$ cat src/rtl/panda_risc_v_rtr_ctrl.sv
// Retirement controller: normal/exception retirement of the ROB head, CSR bubble,
// debug halt and retired-instruction counting.
module panda_risc_v_rtr_ctrl #(
  parameter int RTR_CNT_WIDTH = 32,
  parameter bit CSR_BUBBLE_EN = 1'b1
) (
  input  logic                     aclk,
  input  logic                     arst,
  input  logic                     rob_head_vld,
  input  logic                     rob_head_done,
  input  logic                     rob_head_excpt,
  input  logic                     rob_head_cancel,
  input  logic                     rob_head_is_csr_rw_inst,
  output logic                     rob_deq,
  output logic                     rob_rtr_bdcst_vld,
  output logic                     rob_rtr_bdcst_excpt_proc_grant,
  output logic                     excpt_proc_req,
  input  logic                     excpt_proc_ack,
  input  logic                     excpt_proc_done,
  output logic                     flush_req,
  input  logic                     dbg_halt_req,
  output logic                     dbg_halted,
  output logic                     rtr_cnt_en,
  output logic [RTR_CNT_WIDTH-1:0] rtr_cnt
);

  localparam logic [1:0] ST_RUN        = 2'd0;
  localparam logic [1:0] ST_EXCPT_REQ  = 2'd1;
  localparam logic [1:0] ST_EXCPT_WAIT = 2'd2;
  localparam logic [1:0] ST_HALT       = 2'd3;

  logic [1:0]               state_q, state_d;
  logic                     bubble_q, bubble_d;
  logic [RTR_CNT_WIDTH-1:0] cnt_q;
  logic                     head_rdy;
  logic                     rtr_vld, rtr_grant, rtr_flush, cnt_inc;

  assign head_rdy = rob_head_vld & rob_head_done;

  always_comb begin
    state_d   = state_q;
    bubble_d  = 1'b0;
    rtr_vld   = 1'b0;
    rtr_grant = 1'b0;
    rtr_flush = 1'b0;
    cnt_inc   = 1'b0;
    case (state_q)
      ST_RUN: begin
        // Halt wins over a ready head; the bubble cycle blocks everything else.
        if (dbg_halt_req) begin
          state_d = ST_HALT;
        end else if (!bubble_q && head_rdy) begin
          if (rob_head_cancel || !rob_head_excpt) begin
            rtr_vld  = 1'b1;
            cnt_inc  = ~rob_head_cancel;
            bubble_d = ~rob_head_cancel & rob_head_is_csr_rw_inst & CSR_BUBBLE_EN;
          end else begin
            state_d = ST_EXCPT_REQ;
          end
        end
      end
      ST_EXCPT_REQ: begin
        if (excpt_proc_ack) begin
          rtr_vld   = 1'b1;
          rtr_grant = 1'b1;
          rtr_flush = 1'b1;
          state_d   = ST_EXCPT_WAIT;
        end
      end
      ST_EXCPT_WAIT: begin
        if (excpt_proc_done) begin
          state_d = dbg_halt_req ? ST_HALT : ST_RUN;
        end
      end
      ST_HALT: begin
        if (!dbg_halt_req) begin
          state_d = ST_RUN;
        end
      end
      default: state_d = ST_RUN;
    endcase
  end

  always_ff @(posedge aclk or posedge arst) begin
    if (arst) begin
      state_q  <= ST_RUN;
      bubble_q <= 1'b0;
      cnt_q    <= '0;
    end else begin
      state_q  <= state_d;
      bubble_q <= bubble_d;
      if (cnt_inc) begin
        cnt_q <= cnt_q + RTR_CNT_WIDTH'(1);
      end
    end
  end

  // Combinational outputs are forced low while reset is held.
  assign rob_rtr_bdcst_vld              = rtr_vld & ~arst;
  assign rob_deq                        = rtr_vld & ~arst;
  assign rob_rtr_bdcst_excpt_proc_grant = rtr_grant & ~arst;
  assign flush_req                      = rtr_flush & ~arst;
  assign rtr_cnt_en                     = cnt_inc & ~arst;
  assign excpt_proc_req                 = (state_q == ST_EXCPT_REQ);
  assign dbg_halted                     = (state_q == ST_HALT);
  assign rtr_cnt                        = cnt_q;

endmodule

$ cat config.mk
export PLATFORM = sky130hd
export DESIGN_NAME = panda_risc_v_rtr_ctrl
export DESIGN_NICKNAME = d
export VERILOG_FILES = /design/src/rtl/panda_risc_v_rtr_ctrl.sv
export SDC_FILE = /design/constraint.sdc
export NUM_CORES = 1
export LEC_CHECK = 0
export BUFFER_PORTS_ARGS = -buffer_cell sky130_fd_sc_hd__buf_2
export CORE_ASPECT_RATIO = 0.75
export CORE_MARGIN = 1.5
export CORE_UTILIZATION = 45
export DETAILED_ROUTE_END_ITERATION = 10
export PLACE_DENSITY = 0.7
export SYNTH_ARGS = -nofsm -noshare
export SYNTH_HDL_FRONTEND = slang
export SYNTH_SLANG_ARGS = --single-unit
$ cat constraint.sdc
create_clock -name aclk -period 2.7 [get_ports aclk]
set_input_delay 0.405 -clock aclk [delete_from_list [all_inputs] [get_ports aclk]]
set_output_delay 0.405 -clock aclk [all_outputs]
set_load 0.02 [all_outputs]
* Word level (Yosys, flattened, before mapping)
Index checks and enable logic that the tools add are counted.
Cells by class: add/sub/neg operators 1, equal/unequal tests 8, mux-type cells 22, bitwise operators 7, reductions and logical operators 6
Operators by type and width (count):
- adder 32 x 1 -> 32 bit (second input constant) | 1
- 2-to-1 mux 2 bit | 7
- 2-to-1 mux 1 bit | 13
- one-hot mux 2 bit (4 select lines) | 1
- inequality test 3 bit (second input constant) | 2
- AND 1 bit | 5
- AND reduction 5 bit | 1
- equality test 2 bit (second input constant) | 2
- inequality test 2 bit (second input constant) | 2
- equality test 2 x 1 -> 1 bit (second input constant) | 1
- zero test 1 bit | 2
- zero test 2 bit | 1
- inequality test 2 x 1 -> 1 bit (second input constant) | 1
- NOT 1 bit | 2
- one-hot mux 1 bit (2 select lines) | 1
- logical AND 1 bit | 1
- logical OR 1 bit | 1
Storage, ports and cells: flip-flop bits (word level) 35, output and inout port bits 39

* Longest topological paths before layout
Gate-level depths: netlist of run 1.
word-level depth 7, gate-level depth with buffers 6, mapped depth without buffers 5

* Least setup slack after synthesis of run 1
Ideal clock, no wire load.
path kind reg2out, from register state_q[0], to output port rob_rtr_bdcst_vld, arrival time 1683 ps, required time 2295 ps, slack 612 ps, cell stages (with the launch flop) 5, path buffers 1, cell sequence dfrtp_1 > nor2b_1 > nand2_1 > a21oi_1 > buf_4
Between the ends: word-level cells in the longest chain between the ends 3, elaborated cells between the ends (all ways) 4
Ends and longest elaborated chain:
- start, declared | line 32 | logic [1:0] state_q, state_d;
- start signal, assigned | line 90 | state_q <= state_d;
- equality test 2 x 1 -> 1 bit
- named net excpt_proc_req | line 17 | output logic excpt_proc_req,
- one-hot mux 1 bit (2 select lines) | line 47 | case (state_q)
- AND 1 bit | line 99 | assign rob_rtr_bdcst_vld = rtr_vld & ~arst;
- end, declared | line 15 | output logic rob_rtr_bdcst_vld,
The timed path passes the listed nets, and every way through them passes these cells.

* Worst setup path in the final report of run 1
from register state_q[0], to register cnt_q[20], in the netlist rtr_cnt[20]
Between the ends: word-level cells in the longest chain between the ends 2
Ends and longest elaborated chain:
- zero test 2 bit | line 47
- 2-to-1 mux 1 bit | line 47
- end signal, assigned | line 93 | cnt_q <= cnt_q + RTR_CNT_WIDTH'(1);
- end, declared | line 34 | logic [RTR_CNT_WIDTH-1:0] cnt_q;
Every way passes these cells. A chain may end at the register's enable or synchronous reset.

==> impl_metrics.yaml, run 1 <==
job:
  cap_viol_max_count: 0
clock_tree:
  buffer_count_from_post_cts_setup_fixing: 0
  worst_skew_pair.late_latency_ns: 0.28
  buffers_from_clock_root_to_sink_at_most: 2
  cts.repair.resized: 0
  cts_tree: "done"
  cts_sink_cnt: 35
  htree_levels: 2
  root_buffer: "sky130_fd_sc_hd__clkbuf_8"
  clk_pin_slew_worst_setup_hold_paths_ns: 0.07
  cts_hold_repair.buffers: 0
  cts-buffers-inserted: 5
layout:
  commonest_cells_after_routing_fill_and_taps_aside: "48 x sky130_fd_sc_hd__buf_2, 35 x sky130_fd_sc_hd__dfrtp_1, 25 x sky130_fd_sc_hd__xor2_1, 19 x sky130_fd_sc_hd__nand2_1, 14 x sky130_fd_sc_hd__nor2_1"
  area.growth.synth_to_final_pct: 22.0
  mostFrequentLayoutCell: "sky130_fd_sc_hd__buf_2"
  post-route-util_pct: 58.9
  final_nets: 234
  layout.cell_area.non_filler_sq_um: 2210
  drive_gt1_share_pct: 31.3
  antenna-diode-count: 0
synthesis:
  synthesis.nets: 183
  synth_seq_area_share_pct: 48.3
  syn-instance-count: 172
  synth-warning-count: 0
  syn_area_sq_um: 1810
  synth.top_cells.by_area: "sky130_fd_sc_hd__dfrtp_1 48%, sky130_fd_sc_hd__xor2_1 12%, sky130_fd_sc_hd__nand2_1 3.9%"
  post-synth-top-area-cell: "sky130_fd_sc_hd__dfrtp_1"
  synth_seq_cells: 35
  synth_top_cell_area_share_pct: 48.3
  yosysUniqueCellTypes: 30
  post_synth.cell_area_avg_sq_um: 10.5
sta:
  setup-tns-final_ns: 0
  finalCriticalPeriod_ns: 2.05
  finClkSkew_ns: 0.00697
  timing.fmax_mhz: 487
  finalCritPeriodShare_pct: 76.1
  hold_viol_final: 0
  hold_slack_final_ns: 0.232
  final.setup.worst_slack_ns: 0.646
  maxSlewHeadroom_pct: 62.4
  least_margin_pin_slew_ns: 0.563
  unrepaired_setup_endpoints_after_global_routing: "no"
  timing_max_transition_violations_final: 0
  final_setup_violation_count: 0
pwr:
  power_per_cell_area_nw_per_um2: 569
  max-vdd-ir-drop_uv: 295
  cellLeakagePower_uw: 0.00122
setup_path:
  critical_path.reg2reg.startpoint: "state_q[0]$_DFFE_PP0P_"
  timing.critical_path.required_ns: 2.91
  worstPathCellList: "nor4_4 -> nand4_1 -> nor3b_1 -> xor2_1"
  path_max_fanout: 11
  regToRegEndpoint: "rtr_cnt[20]$_DFFE_PP0P_"
  reg2regPathDepth: 4
  critical_path_class: "flop to flop"
  worst-r2r-setup-slack_ns: 0.65
  crit_slowest_cell: "sky130_fd_sc_hd__nand4_1"
  worst_setup_path_end_kind: "flop"
  cpPeakStageDelay_ns: 0.53
  critical_path_arrival_ns: 2.27
  critical_path.startpoint_type: "flop"
global_routing:
  grt_first_pass_wirelength_microns: 6260
  grt_max_degree: 36
  number_of_global_route_vias_before_repair: 1302
  antenna_found_initial: 0
  overflow: 0
  grt_overall_usage_pct: 18.2
floorplanning:
  floorplan.die_area_sq_um: 4430
  die-height_microns: 58.0
  boundaryPins: 49
  core.rowCount: 19
  initial_utilization_pct: 48.3
  core_region_area_sq_um: 3760
  die_width_microns: 76.3
placed_design:
  area_post_placement_sq_um: 2100
  preCtsSetupSlack_ns: 0.677
  globalplace.congestion: 0.789
  place.port_buffers: 48
  place_hpwl_microns: 2630
route:
  detail_routed_net_length_per_standard_cell_microns: 13.2
  detailedRoute.firstPassIterationCount: 4
  num_vias: 1405
  postRouteAntennaNets: 0
  dr.first_iter.drc_count: 64
  finalWirelength_microns: 3650
  routed_via_density: 5.09
  drcViolationCount: 0
hold_path:
  worst_hold_path_type: "input port to asynchronous set/reset pin"
run_status:
  status: "complete, no violations"
-- where the power goes --
part,switching [uW],internal [uW],leakage (uW),total [uW]
Combinational,107,70.8,0.000691,178
Sequential,50.7,550,0.000467,601
Clock,182,299,0.0000612,481
Total,340,920,0.00122,1260
-- worst max path at each step --
stage | startpoint | to | cells after the start
floorplan | state_q[0]$_DFFE_PP0P_ | rob_rtr_bdcst_vld | 4
global placement | rob_head_excpt | rtr_cnt[20]$_DFFE_PP0P_ | 5
detailed placement | state_q[0]$_DFFE_PP0P_ | rtr_cnt[20]$_DFFE_PP0P_ | 4
CTS | state_q[1]$_DFFE_PP0P_ | rtr_cnt[20]$_DFFE_PP0P_ | 4
global route | state_q[1]$_DFFE_PP0P_ | rtr_cnt[20]$_DFFE_PP0P_ | 4
finish | state_q[0]$_DFFE_PP0P_ | rtr_cnt[20]$_DFFE_PP0P_ | 4
-- state kept, by name, summed over array words and instances, names as in the netlist --
| signal | count |
|---|---|
| bubble_q | 1 |
| rtr_cnt | 32 |
| state_q | 2 |
-- layout make-up --
| type | count | area, sq um |
|---|---|---|
| clock buffer | 6 | 82.6 |
| tap | 52 | 65.1 |
| multi-input combinational | 127 | 888 |
| sequential | 35 | 876 |
| clock inverter | 2 | 35.0 |
| timing repair buffer | 49 | 248 |
| fill | 357 | 1540 |
| inverter | 5 | 18.8 |
-- kinds of logic after synthesis --
kind of cell	Yosys count	synth area share [%]
AO/OA/AOI/OAI	5	1.79
XOR/XNOR	31	15.0
adder cells (fa/ha/maj)	1	0.690
buffers and inverters	10	2.76
flip-flops	35	48.3
AND/OR/NAND/NOR	90	31.5
-- synth_stat cells --
| cell type | number |
|---|---|
| sky130_fd_sc_hd__dfrtp_1 | 35 |
| sky130_fd_sc_hd__xor2_1 | 25 |
| sky130_fd_sc_hd__nand2_1 | 19 |
| sky130_fd_sc_hd__nor2_1 | 14 |
| sky130_fd_sc_hd__nand3_1 | 11 |
| sky130_fd_sc_hd__and4_1 | 6 |
| sky130_fd_sc_hd__nor3_1 | 6 |
| sky130_fd_sc_hd__nor3_2 | 6 |
| sky130_fd_sc_hd__xnor2_1 | 6 |
| sky130_fd_sc_hd__inv_1 | 5 |
| sky130_fd_sc_hd__and2_1 | 4 |
| sky130_fd_sc_hd__and3_1 | 4 |
| sky130_fd_sc_hd__nand4_1 | 4 |
| sky130_fd_sc_hd__buf_4 | 3 |
| sky130_fd_sc_hd__nor4_1 | 3 |
| sky130_fd_sc_hd__nor4_2 | 3 |
| sky130_fd_sc_hd__nand2b_1 | 2 |
| sky130_fd_sc_hd__nand4_4 | 2 |
| sky130_fd_sc_hd__nor3b_1 | 2 |
| sky130_fd_sc_hd__o21ai_0 | 2 |
| sky130_fd_sc_hd__a21oi_1 | 1 |
| sky130_fd_sc_hd__a221oi_1 | 1 |
| sky130_fd_sc_hd__a2bb2oi_1 | 1 |
| sky130_fd_sc_hd__and3b_1 | 1 |
| sky130_fd_sc_hd__and4bb_2 | 1 |
| sky130_fd_sc_hd__buf_1 | 1 |
| sky130_fd_sc_hd__buf_2 | 1 |
| sky130_fd_sc_hd__ha_1 | 1 |
| sky130_fd_sc_hd__nor2b_1 | 1 |
| sky130_fd_sc_hd__nor4_4 | 1 |
-- metal layers --
| layer | GRT usage, % | share of wire [%] | vias to the layer above |
|---|---|---|---|
| met5 | 0 | 0 | - |
| met4 | 5.56 | 1.2 | 0 |
| met3 | 4.41 | 4.8 | 5 |
| met2 | 26.1 | 42 | 34 |
| met1 | 27.3 | 52 | 672 |
| li1 | - | - | 694 |
-- critical path, delay by kind of cell, from the launching register on --
kind	cells	cell delay, ns
xor gates and xnor gates	1	0.16
DFF	1	0.49
and+or+nand+nor	3	1.34
-- metrics by stage --
| step | std cells | total power, uW |
|---|---|---|
| 6_report | 276 | 1260 |
| 4_1_cts | 276 | 1270 |
| 3_3_place_gp | 268 | 786 |
| 2_1_floorplan | 172 | 729 |
| 3_5_place_dp | 268 | 790 |
| 5_1_grt | 276 | 1330 |
(Power assumes the default switching activity.)
==> run 2: changes to the inputs <==
- clock period: 2.7 -> 1.9 ns (I/O delays scaled with it)
==> impl_metrics.yaml, run 2 (synthesis gave the netlist of run 1 again) <==
run_status:
  status: "complete, no violations"
global_routing:
  overflow: 0
  grt_overall_usage_pct: 18.2
  grt_first_pass_wirelength_microns: 6330
  grt_max_degree: 36
  antenna_found_initial: 0
  number_of_global_route_vias_before_repair: 1310
setup_path:
  critical_path_class: "flop to output pin"
  worstPathCellList: "nor3_4 -> nand3_1 -> nor2_1 -> buf_2"
  crit_slowest_cell: "sky130_fd_sc_hd__dfrtp_2"
  worst_setup_path_end_kind: "output pin"
  critical_path.startpoint_type: "flop"
  timing.critical_path.required_ns: 1.62
  critical_path_arrival_ns: 1.48
  path_max_fanout: 8
  cpPeakStageDelay_ns: 0.47
clock_tree:
  cts-buffers-inserted: 5
  cts_hold_repair.buffers: 0
  cts.repair.resized: 0
  cts_tree: "done"
  buffer_count_from_post_cts_setup_fixing: 0
  cts_sink_cnt: 35
  worst_skew_pair.late_latency_ns: 0.27
  htree_levels: 2
  root_buffer: "sky130_fd_sc_hd__clkbuf_8"
  clk_pin_slew_worst_setup_hold_paths_ns: 0.07
  buffers_from_clock_root_to_sink_at_most: 2
route:
  met2_wirelength_microns: 1590
  num_vias: 1392
  met3_routed_length_microns: 168
  detailedRoute.firstPassIterationCount: 4
  routed_via_density: 5.04
  top_layer_used: "met4"
  drcViolationCount: 0
  finalWirelength_microns: 3770
  detail_routed_net_length_per_standard_cell_microns: 13.7
  postRouteAntennaNets: 0
  dr.first_iter.drc_count: 54
  wl_met1_microns: 2000
pwr:
  p_sw_uw: 470
  sequentialPowerShare_pct: 53.6
  pwr-share-comb_pct: 16.3
  cellLeakagePower_uw: 0.00121
  power.share.switching_pct: 29.3
  internal_power_uw: 1140
  max-vdd-ir-drop_uv: 397
  p_clk_share_pct: 30.1
  power_per_cell_area_nw_per_um2: 732
layout:
  final_nets: 236
  drive_gt1_share_pct: 31.7
  antenna-diode-count: 0
  mostFrequentLayoutCell: "sky130_fd_sc_hd__buf_2"
  largest_register_ff_count: 32
  area.growth.synth_to_final_pct: 20.9
  commonest_cells_after_routing_fill_and_taps_aside: "48 x sky130_fd_sc_hd__buf_2, 34 x sky130_fd_sc_hd__dfrtp_1, 25 x sky130_fd_sc_hd__xor2_1, 19 x sky130_fd_sc_hd__nand2_1, 14 x sky130_fd_sc_hd__nor2_1"
  post-route-util_pct: 58.4
  fillers: 363
floorplanning:
  initial_utilization_pct: 48.3
  die-height_microns: 58.0
  die_width_microns: 76.3
  core.rowCount: 19
  boundaryPins: 49
  core_region_area_sq_um: 3760
  floorplan.die_area_sq_um: 4430
sta:
  hold_viol_final: 0
  least_margin_pin_slew_ns: 0.457
  final_setup_violation_count: 0
  timing.fmax_mhz: 566
  unrepaired_setup_endpoints_after_global_routing: "no"
  timing_max_transition_violations_final: 0
  maxSlewHeadroom_pct: 69.6
  finalCritPeriodShare_pct: 93.1
  finalCriticalPeriod_ns: 1.77
  finClkSkew_ns: 0.00302
  setup-tns-final_ns: 0
hold_path:
  worst_hold_path_type: "input port to asynchronous set/reset pin"
placed_design:
  place_hpwl_microns: 2720
  globalplace.congestion: 0.797
  place.port_buffers: 48
job:
  cap_viol_max_count: 0
## run 2: per-layer routing
layer  up-vias  GRT usage, %
li1        697             -
met1       667          27.1
met2        26          26.4
met3         2          5.35
met4         0          3.97
met5         -             0
## run 2: cell type report
class                   count  area [sq um]  area share (%)
multi-input cells         127           897            40.9
flip-flops and latches     35           877            40.0
repair buffers             51           263            12.0
clock buffers               6          72.6            3.31
well taps                  52          65.1            2.97
inverters                   5          18.8           0.856
## run 2: critical path, delay by kind of cell (launching register included)
family                 cells  cell delay, ns
AND/OR/NAND/NOR            3            0.56
flip-flops                 1            0.47
buffers and inverters      1            0.17
## run 2: path summary, 6_finish.rpt
path	from	end	slack, ns	cells after the start
worst max-delay path	state_q[0]$_DFFE_PP0P_	rtr_cnt_en	0.13	4
worst min-delay path	arst	bubble_q$_DFF_PP0_	0.14	3
worst max register to register	state_q[1]$_DFFE_PP0P_	rtr_cnt[21]$_DFFE_PP0P_	0.17	4
worst min register to register	rtr_cnt[31]$_DFFE_PP0P_	rtr_cnt[31]$_DFFE_PP0P_	0.48	1
max in group asynchronous	arst	state_q[0]$_DFFE_PP0P_	1.42	3
min in group aclk	excpt_proc_ack	state_q[0]$_DFFE_PP0P_	0.20	2
## run 2: per-stage QoR
stage | cells | setup slack (ns) | instance area, sq um | hold WS [ns] | power (uW)
2_1_floorplan | 172 | 0.0696 | 1820 | 0.386 | 1040
3_3_place_gp | 270 | 0.260 | 2110 | 0.442 | 1120
3_5_place_dp | 270 | 0.198 | 2110 | 0.441 | 1130
4_1_cts | 276 | 0.0251 | 2190 | 0.146 | 1610
5_1_grt | 276 | 0.0211 | 2190 | 0.177 | 1690
6_report | 276 | 0.132 | 2190 | 0.142 | 1610
## run 2: power groups by stage
stage               sequential (uW)  combinational (uW)  clock (uW)
global route                    870                 290         529
floorplan                       873                 167           0
finish                          861                 262         483
CTS                             851                 263         496
detailed placement              866                 261           0
global placement                861                 263           0
